## config.mk

```make
export PLATFORM = sky130hd
export DESIGN_NAME = bcd_down_counter
export DESIGN_NICKNAME = d
export VERILOG_FILES = /design/src/rtl/bcd_down_counter.sv
export SDC_FILE = /design/constraint.sdc
export NUM_CORES = 1
export LEC_CHECK = 0
export BUFFER_PORTS_ARGS = -buffer_cell sky130_fd_sc_hd__buf_2
export CORE_AREA = 4 4 41 43
export CTS_BUF_LIST = sky130_fd_sc_hd__clkbuf_2 sky130_fd_sc_hd__clkbuf_4 sky130_fd_sc_hd__clkbuf_8
export CTS_CLUSTER_SIZE = 25
export DETAILED_ROUTE_END_ITERATION = 16
export DIE_AREA = 0 0 45 47
export GPL_TIMING_DRIVEN = 0
export PLACE_DENSITY = 0.94
export REMOVE_ABC_BUFFERS = 1
export SLEW_MARGIN = 20
export SYNTH_ARGS = -nofsm -noshare
export SYNTH_HDL_FRONTEND = slang
export SYNTH_SLANG_ARGS = --single-unit
```

## constraint.sdc

```tcl
create_clock -name clk -period 5.12 [get_ports clk]
set_input_delay 1.024 -clock clk [delete_from_list [all_inputs] [get_ports clk]]
set_output_delay 1.024 -clock clk [all_outputs]
set_load 0.01 [all_outputs]
```

## src/rtl/bcd_down_counter.sv

```systemverilog
// Multi-digit BCD down counter / countdown timer: presets from din (digits clamped to 9), counts to zero, pulses done.
// Latency: one clk per load or decrement; zero/busy/done are decoded from registers, so they follow the same edge.
// Backpressure: en=0 holds the count in RUN. Optional AUTO_RELOAD_EN restarts the count from the last load value after DONE.
module bcd_down_counter #(
    parameter int DIGITS = 2
) (
    input  logic                  clk,
    input  logic                  clr,
    input  logic                  load,
    input  logic [4*DIGITS-1:0]   din,
    input  logic                  en,
    output logic [4*DIGITS-1:0]   q,
    output logic                  zero,
    output logic                  busy,
    output logic                  done
);

    localparam int W = 4 * DIGITS;

    typedef enum logic [1:0] {
        IDLE = 2'b00,
        RUN  = 2'b01,
        DONE = 2'b10
    } state_t;

    state_t         state;
    logic [W-1:0]   din_clamped;
    logic [W-1:0]   q_dec;
    logic           borrow;

`ifdef AUTO_RELOAD_EN
    logic [W-1:0]   reload;
`endif

    // Clamp each preset digit to a legal BCD value.
    always_comb begin
        din_clamped = '0;
        for (int i = 0; i < DIGITS; i++) begin
            if (din[4*i +: 4] > 4'd9) begin
                din_clamped[4*i +: 4] = 4'd9;
            end else begin
                din_clamped[4*i +: 4] = din[4*i +: 4];
            end
        end
    end

    // Ripple-borrow BCD decrement: a zero digit that takes a borrow wraps to 9.
    always_comb begin
        q_dec  = q;
        borrow = 1'b1;
        for (int i = 0; i < DIGITS; i++) begin
            if (borrow) begin
                if (q[4*i +: 4] == 4'd0) begin
                    q_dec[4*i +: 4] = 4'd9;
                end else begin
                    q_dec[4*i +: 4] = q[4*i +: 4] - 4'd1;
                    borrow          = 1'b0;
                end
            end
        end
    end

    always_ff @(posedge clk) begin
        if (clr) begin
            q     <= '0;
            state <= IDLE;
`ifdef AUTO_RELOAD_EN
            reload <= '0;
`endif
        end else if (load) begin
            q     <= din_clamped;
            state <= (din_clamped == '0) ? IDLE : RUN;
`ifdef AUTO_RELOAD_EN
            reload <= din_clamped;
`endif
        end else begin
            case (state)
                IDLE: begin
                    state <= IDLE;
                end
                RUN: begin
                    if (en) begin
                        // Zero is absorbing; a RUN state with q already 0 just drops back to IDLE.
                        if (q == '0) begin
                            state <= IDLE;
                        end else begin
                            q     <= q_dec;
                            state <= (q_dec == '0) ? DONE : RUN;
                        end
                    end
                end
                DONE: begin
`ifdef AUTO_RELOAD_EN
                    if (reload != '0) begin
                        q     <= reload;
                        state <= RUN;
                    end else begin
                        q     <= '0;
                        state <= IDLE;
                    end
`else
                    q     <= '0;
                    state <= IDLE;
`endif
                end
                default: begin
                    state <= IDLE;
                end
            endcase
        end
    end

    assign zero = (q == '0);
    assign busy = (state == RUN);
    assign done = (state == DONE);

endmodule

```

==> results.toml, run 1 <==
[timing]
fin_skew_ns = 0.00349
tns_ns = 0
fin_ws_ns = 2.53
hold_slack_ns = 0.524
fmax_mhz = 387
worst_pin_slew_ns = 0.433
timing.slew.headroom_pct = 70.9
setup_viol = 0
fin_crit_ns = 2.59
rsz0062_at_grt = "no"
min_period_over_period_pct = 50.5
timing.final.hold_violations = 0
slew_viol_final = 0

[final_layout]
regArea_um2 = 200
final_cells = 123
nNetsFinal = 122
layout-drive-gt1-share_pct = 33.3
diodes = 0
multi_input_area_um2 = 469
fillers = 122
areaGrowthSynthToFinish_pct = 17.4

[pwr]
p_leak_nw = 0.349
power.share.sequential_pct = 43.0
ir_drop_v = 0.000123
p_per_area_mw_per_mm2 = 262
p_switching_uw = 77.1
p_sw_share_pct = 35.3
intPower_uw = 142
pwr-share-comb_pct = 31.8
design_power_total_uw = 219
clkPwrFrac_pct = 25.3

[placed_design]
dp.cells = 120
preCtsSetupSlack_ns = 2.81
detailed_place_hpwl_um = 1420
portBuffers = 22
routabilityCongestion = 0.825

[clock_tree]
clock-root-buffer = "clkbuf_4"
ctsResizeCount = 0
clk_pin_slew_ns = 0.07
cts.sinks = 10
clk_latency_ns = 0.27
postCtsSetupBuffers = 0
cts_inserted_buffers = 3
clk_path_buf_depth = 2
cts_tree = "done"
cts_hold_buffers = 0
cts_max_level = 1

[setup_path]
cp_slowest_stage_delay_ns = 0.62
crit_family = "simple AND/OR/NAND/NOR gates"
crit_arrival_ns = 1.56
crit_end = "zero"
slowest_stage = "or4_4"
reg2reg_slack_ns = 3.26
crit_cells = 3
crit_required_ns = 4.10
path_cells = "or4_4 -> nor3_1 -> buf_2"
critPathMaxFanout = 9
crit_path_end_kind = "output port"
startpoint = "q[3]"
r2r-start = "q[3]"
rr_endpoint = "q[2]"
reg2reg_depth = 4
crit_buf_inv = 1
start_kind = "flop"
crit_type = "flop to output port"

[route]
drc = 0
postRouteAntennaNets = 0
dr_total_vias = 788
wl_per_cell_um = 15.0
via_per_inst = 6.41
detail_route.first_pass.iterations = 4
drt_wl_total_um = 1850
drtIter0Drc = 40

[logic_synthesis]
synth_area_leaders = "dfxtp_1, a221oi_1, nor2b_1, a22oi_1, nor2_1"
ys_warn_count = 0
syn_inst = 88
syn_area_um2 = 712
ys_seq_area_share_pct = 28.1
synthTopCellsByCount = "dfxtp_1, nor2_1, a221oi_1"
yosysTopAreaCellShare_pct = 28.1
yosys_most_used_dff = "dfxtp_1"
synth_seq_cells = 10
yosysUniqueCellTypes = 39
async_flop_share_pct = 0
synth_edf_count = 0
yosysMostFrequentCell = "dfxtp_1"
syn_avg_cell_area_um2 = 8.09
synth_largest_area_cell = "dfxtp_1"

[min_path]
hp-class = "flop to flop"

[global_routing]
grt_overflow = 0
antenna_found_initial = 0
grt_usage_pct = 19.6
grt_pass1_vias = 680
grt_pass1_wl_um = 3030
grt_start_max_net_pins = 15

[floorplanning]
num_io_pins = 23
rows = 13
die_h_um = 47
die_area_mm2 = 0.00212
die_w_um = 45
initial_core_util_pct = 54.7
core_area_mm2 = 0.00130

[job]
max-cap-violations = 0

[outcome]
status = "finished, final reports clean"
registers in the layout, summed over array words and instances (netlist names):
signal  flops
q           8
state       2
cells by family (layout without fill, tap and decap cells):
logic type | after synthesis | in the layout | share of synthesized area (%)
compound gates | 28 | 28 | 32.2
buf+inv | 9 | 29 | 5.97
flops | 10 | 10 | 28.1
mux | 1 | 1 | 1.41
simple gates | 40 | 40 | 32.3
worst reg2reg max path, cell delays in order (launching register included):
cell,delay (ns)
dfxtp_1,0.39
or4_4,0.62
o31ai_4,0.34
nand2_2,0.14
a221oi_1,0.29
final cells by class:
cell class | instances | share of cell area, %
inverters | 4 | 1.80
flip-flops and latches | 10 | 24.0
multi-input cells | 69 | 56.1
repair buffers | 22 | 13.2
clock buffers | 3 | 2.69
well taps | 15 | 2.25
per-layer routing:
layer	global-route usage (%)	vias up	wire (um)
met2	34.2	48	893
li1	-	381	-
met3	3.45	7	165
met4	8.77	0	31
met5	0	-	0
met1	23.5	352	755
stage by stage:
step / util [%] / instance area [um2]
global route: 64.2 / 836
finish: 64.2 / 836
global placement: 62.5 / 813
CTS: 64.2 / 836
detailed placement: 62.5 / 813
floorplan: - / 684
power by group through the flow:
stage	sequential (mW)	clock, mW	combinational (mW)
after floorplan	0.0964	0	0.0429
after global placement	0.0952	0	0.0665
after detailed placement	0.0957	0	0.0688
after CTS	0.0938	0.0550	0.0691
after global routing	0.0954	0.0593	0.0766
final	0.0940	0.0553	0.0695
worst min-delay path by stage:
stage	from	end	slack, ns	cells after the start
finish	q[6]	q[6]	0.52	2
global route	q[5]	q[5]	0.55	2
CTS	q[6]	q[6]	0.52	2
detailed placement	q[6]	q[6]	0.51	2
global placement	q[5]	q[5]	0.50	2
floorplan	q[5]	q[5]	0.52	2
cells in the final DEF, fill, tap and decap left out, drive strengths merged:
cell type  instances
o221a              2
and2               1
or2                2
nor4               4
nor4b              1
nor2b              5
o31a               1
nor2               8
clkbuf             3
inv                4
o22ai              1
dfxtp             10
a32oi              1
nand2              6
a21oi              3
or4                1
or3b               1
a221oi             7
and4               1
o21a               1
nand2b             2
nand3              2
mux2i              1
a22oi              4
o211ai             1
buf               22
o21ai              5
o31ai              2
and3               1
or3                1
and3b              1
nor3               3
No activity file was read; power rests on OpenSTA's default activity.
==> run 2, diff against run 1 <==
--- a/config.mk
+++ b/config.mk
@@ -5,14 +5,15 @@
 export SDC_FILE = /design/constraint.sdc
 export NUM_CORES = 1
 export LEC_CHECK = 0
+export ABC_AREA = 1
 export BUFFER_PORTS_ARGS = -buffer_cell sky130_fd_sc_hd__buf_2
-export CORE_AREA = 4 4 41 43
+export CORE_MARGIN = 4
+export CORE_UTILIZATION = 48
 export CTS_BUF_LIST = sky130_fd_sc_hd__clkbuf_2 sky130_fd_sc_hd__clkbuf_4 sky130_fd_sc_hd__clkbuf_8
 export CTS_CLUSTER_SIZE = 25
 export DETAILED_ROUTE_END_ITERATION = 16
-export DIE_AREA = 0 0 45 47
 export GPL_TIMING_DRIVEN = 0
-export PLACE_DENSITY = 0.94
+export PLACE_DENSITY = 0.89
 export REMOVE_ABC_BUFFERS = 1
 export SLEW_MARGIN = 20
 export SYNTH_ARGS = -nofsm -noshare
==> constraint.sdc (replaced) <==
create_clock -name clk -period 2.23 [get_ports clk]
set_input_delay 0.446 -clock clk [delete_from_list [all_inputs] [get_ports clk]]
set_output_delay 0.446 -clock clk [all_outputs]
set_load 0.01 [all_outputs]
==> results.toml, run 2 <==
[outcome]
status = "finished, final reports clean"

[clock_tree]
cts_tree = "done"
cts.sinks = 10
postCtsSetupBuffers = 0
clk_latency_ns = 0.27
cts_inserted_buffers = 3
ctsResizeCount = 0
cts_hold_buffers = 0
clock-root-buffer = "clkbuf_4"
clk_pin_slew_ns = 0.08
cts_max_level = 1
clk_path_buf_depth = 2

[logic_synthesis]
synthTopCellsByCount = "nand2_1, nor2_1, inv_1"
synthSimpleGateAreaFrac_pct = 53.2
synth_largest_area_cell = "dfxtp_1"
yosysTopAreaCellShare_pct = 25.0
synth-xor-area-share_pct = 0
yosysUniqueCellTypes = 20
yosysMostFrequentCell = "nand2_1"
synth_area_leaders = "dfxtp_1, nand2_1, nor2_1, inv_1, nand2_4"
async_flop_share_pct = 0
yosys_most_used_dff = "dfxtp_1"
synth_compound_area_share_pct = 9.70
syn_area_um2 = 800
ys_seq_area_share_pct = 25.0
synth_top_family_by_area = "simple AND/OR/NAND/NOR gates"
syn_avg_cell_area_um2 = 5.79
muxShareOfSynthArea_pct = 0
yosys.area_share.adder_pct = 0
syn_inst = 138
synth_seq_cells = 10
synth_edf_count = 0
ys_warn_count = 0

[route]
via_per_inst = 5.16
drtIter0Drc = 35
drt_wl_total_um = 1930
wl_per_cell_um = 10.8
detail_route.first_pass.iterations = 4
dr_total_vias = 923
drc = 0
postRouteAntennaNets = 0

[pwr]
p_per_area_mw_per_mm2 = 698
design_power_total_uw = 667
power.share.sequential_pct = 33.8
ir_drop_v = 0.000378
p_sw_share_pct = 40.6
p_switching_uw = 271
pwr-share-comb_pct = 40.3
clkPwrFrac_pct = 25.9
intPower_uw = 396
p_leak_nw = 0.545

[global_routing]
grt_pass1_vias = 844
grt_start_max_net_pins = 15
grt_pass1_wl_um = 3400
grt_usage_pct = 17.3
antenna_found_initial = 0
grt_overflow = 0

[final_layout]
final_util_pct = 61.9
regArea_um2 = 200
mostFrequentLayoutCell = "nand2_1"
final_cells = 179
top_register = "q"
fin_area_um2 = 955
diodes = 0
fillers = 140
nNetsFinal = 176
layout_common_cells = "nand2_1, nor2_1, buf_2"
areaGrowthSynthToFinish_pct = 19.4
layout-drive-gt1-share_pct = 24.5
multi_input_area_um2 = 503
largest_reg_flops = 8
top_regs = "q x8, state x2"

[floorplanning]
die_h_um = 48.8
die_area_mm2 = 0.00238
num_io_pins = 23
die_w_um = 48.8
initial_core_util_pct = 51.9
core_area_mm2 = 0.00154
rows = 14

[timing]
slew_viol_final = 0
fmax_mhz = 587
tns_ns = 0
fin_ws_ns = 0.527
timing.slew.headroom_pct = 75.5
timing.final.hold_violations = 0
worst_pin_slew_ns = 0.363
setup_viol = 0
min_period_over_period_pct = 76.4
fin_crit_ns = 1.70
rsz0062_at_grt = "no"
hold_slack_ns = 0.328
fin_skew_ns = 0.00384

[setup_path]
crit_path_end_kind = "output port"
rr_endpoint = "q[1]"
reg2reg_slack_ns = 0.79
reg2reg_depth = 10
crit_type = "flop to output port"
crit_end = "zero"
critPathMaxFanout = 6
crit_arrival_ns = 1.26
r2r-start = "q[0]"
startpoint = "q[0]"
crit_required_ns = 1.78
start_kind = "flop"

[placed_design]
routabilityCongestion = 0.924
preCtsSetupSlack_ns = 0.736
portBuffers = 22
dp.cells = 175
detailed_place_hpwl_um = 1490
placed_area_um2 = 918

[job]
max-cap-violations = 0

[min_path]
hp-class = "input port to flop"
worstHoldStart = "clr"
## run 2: cell types whose count changed in the layout (fill, tap and decap cells not counted), sizes merged, moves of 4 or more
cell,previous run,this run
a22oi,4,0
nor2,8,27
o21ai,5,9
nor2b,5,0
nand3,2,11
nand2,6,49
inv,4,22
a221oi,7,0
## run 2: power groups by stage
stage                     clock, mW  combinational (mW)  sequential [mW]
after floorplan                   0               0.187            0.235
after global placement            0               0.258            0.228
after detailed placement          0               0.264            0.229
after CTS                     0.174               0.267            0.225
after global routing          0.182               0.305            0.230
final                         0.172               0.269            0.225
## run 2: cell families (layout without fill, tap and decap cells)
family,Yosys count,count (layout)
compound gates,14,14
flops,10,10
simple gates,91,91
buf+inv,23,48
## run 2: critical path, stage by stage (launching register included)
cell and delay [ns]:
dfxtp_1 0.38, nor2_4 0.20, nand2_4 0.09, inv_4 0.08, nand2_4 0.06, inv_1 0.05
buf_2 0.12
## run 2: layout make-up
class | instances | share of cell area (%)
inverter | 22 | 8.91
clock buffer | 4 | 3.80
timing repair buffer | 22 | 11.5
sequential | 10 | 21.0
tap | 16 | 2.10
multi-input combinational | 105 | 52.7
## run 2: routing by layer
layer / GRT usage [%] / wire length [um] / vias to the layer above
met5: 0 / 0 / -
met3: 3.06 / 150 / 7
met2: 26.3 / 880 / 42
met1: 22.6 / 848 / 397
met4: 10.3 / 51 / 0
li1: - / - / 477
## run 2: worst min-delay path by stage
stage / endpoint / slack, ns / cells past startpoint
after global placement: q[3] / 0.54 / 2
after floorplan: state[0] / 0.52 / 1
after CTS: state[0] / 0.32 / 2
after global routing: state[0] / 0.33 / 2
after detailed placement: q[3] / 0.55 / 2
final: state[0] / 0.33 / 2
==> run 3, diff against run 2 <==
==> constraint.sdc (replaced) <==
create_clock -name clk -period 1.5 [get_ports clk]
set_input_delay 0.3 -clock clk [delete_from_list [all_inputs] [get_ports clk]]
set_output_delay 0.3 -clock clk [all_outputs]
set_load 0.01 [all_outputs]
==> results.toml, run 3 (synthesis gave the netlist of run 2 again) <==
[timing]
tns_ns = 0
fin_crit_ns = 1.47
setup_viol = 0
timing.slew.headroom_pct = 79.9
fin_ws_ns = 0.0263
min_period_over_period_pct = 98.2
hold_slack_ns = 0.168
rsz0062_at_grt = "yes"
fmax_mhz = 679
slew_viol_final = 0
fin_skew_ns = 0.00786
worst_pin_slew_ns = 0.301
timing.final.hold_violations = 0

[final_layout]
final_util_pct = 64.7
diodes = 0
layout-drive-gt1-share_pct = 32.7
final_cells = 181
layout_common_cells = "nand2_1, nor2_1, buf_2"
top_register = "q"
areaGrowthSynthToFinish_pct = 24.7
top_regs = "q x8, state x2"
mostFrequentLayoutCell = "nand2_1"
largest_reg_flops = 8
nNetsFinal = 178

[floorplanning]
die_h_um = 48.8
num_io_pins = 23
rows = 14
core_area_mm2 = 0.00154
die_w_um = 48.8
die_area_mm2 = 0.00238
initial_core_util_pct = 51.9

[route]
drc = 0
wl_per_cell_um = 11.5
dr_total_vias = 954
via_per_inst = 5.27
detail_route.first_pass.iterations = 4
drt_wl_total_um = 2080
drtIter0Drc = 39
postRouteAntennaNets = 0

[placed_design]
portBuffers = 22
dp.cells = 175
routabilityCongestion = 0.924
preCtsSetupSlack_ns = 0.0984
detailed_place_hpwl_um = 1490

[clock_tree]
cts_tree = "done"
clk_latency_ns = 0.28
cts_inserted_buffers = 3
clock-root-buffer = "clkbuf_4"
clk_path_buf_depth = 2
cts_max_level = 1
cts.sinks = 10
clk_pin_slew_ns = 0.09

[global_routing]
grt_overflow = 0
antenna_found_initial = 0
grt_start_max_net_pins = 15
grt_pass1_wl_um = 3530
grt_usage_pct = 18.0
grt_pass1_vias = 856

[setup_path]
reg2reg_depth = 7
crit_required_ns = 1.20
startpoint = "q[2]"
crit_type = "flop to output port"
start_kind = "flop"
critPathMaxFanout = 5
r2r-start = "state[1]"
crit_arrival_ns = 1.17
crit_path_end_kind = "output port"

[pwr]
p_leak_nw = 0.558
pwr-share-comb_pct = 41.8
power.share.sequential_pct = 32.6
p_per_area_mw_per_mm2 = 1060
ir_drop_v = 0.000610
intPower_uw = 615
clkPwrFrac_pct = 25.6
p_sw_share_pct = 41.7
p_switching_uw = 439

[min_path]
hp-class = "input port to flop"
worstHoldStart = "clr"
min_path_cells = 2

[outcome]
status = "finished, final reports clean"

[job]
max-cap-violations = 0
[run 3: worst max-delay path, cell delays in order (launching register included)]
cell and delay (ns):
dfxtp_2 0.37, nor2_4 0.14, nand2_4 0.08, inv_4 0.08
nand2_4 0.06, inv_1 0.05, buf_2 0.12
[run 3: final cells by class]
type,count,area (um2)
fill,121,544
multi-input combinational,105,522
sequential,10,209
timing repair buffer,24,125
inverter,22,85.1
clock buffer,4,36.3
tap,16,20.0
[run 3: metal layers]
layer	share of wire, %	up-vias	global-route usage [%]	routed length (um)
li1	-	480	-	-
met1	44	414	23.1	906
met2	47	53	28.5	967
met3	7.7	7	2.75	160
met4	2.2	0	9.87	46
met5	0	-	0	0
[run 3: final timing paths]
kind | endpoint | slack (ns)
hold reg to reg | q[3] | 0.55
hold / removal | state[0] | 0.17
setup / recovery | zero | 0.03
setup reg to reg | q[3] | 0.15
[run 3: power groups by stage]
stage / clock network, mW / logic [mW] / registers [mW]
after global placement: 0 / 0.384 / 0.339
final: 0.270 / 0.441 / 0.344
after CTS: 0.259 / 0.414 / 0.336
after floorplan: 0 / 0.278 / 0.350
after detailed placement: 0 / 0.392 / 0.341
after global routing: 0.276 / 0.492 / 0.349
[run 3: timing repair]
item                                    in CTS  in global routing
hold buffers                                 0                  0
endpoints found under the setup margin       1                  5
resized for setup                            2                 13
cloned                                       0                  0
buffers inserted                             2                  0
pin swaps                                    3                  2
endpoints found under the hold margin        0                  0
[run 3: stage by stage]
| step | power (mW) | cell area, um2 |
|---|---|---|
| floorplan | 0.628 | 788 |
| global placement | 0.723 | 918 |
| detailed placement | 0.733 | 918 |
| CTS | 1.01 | 973 |
| global route | 1.12 | 997 |
| finish | 1.05 | 997 |
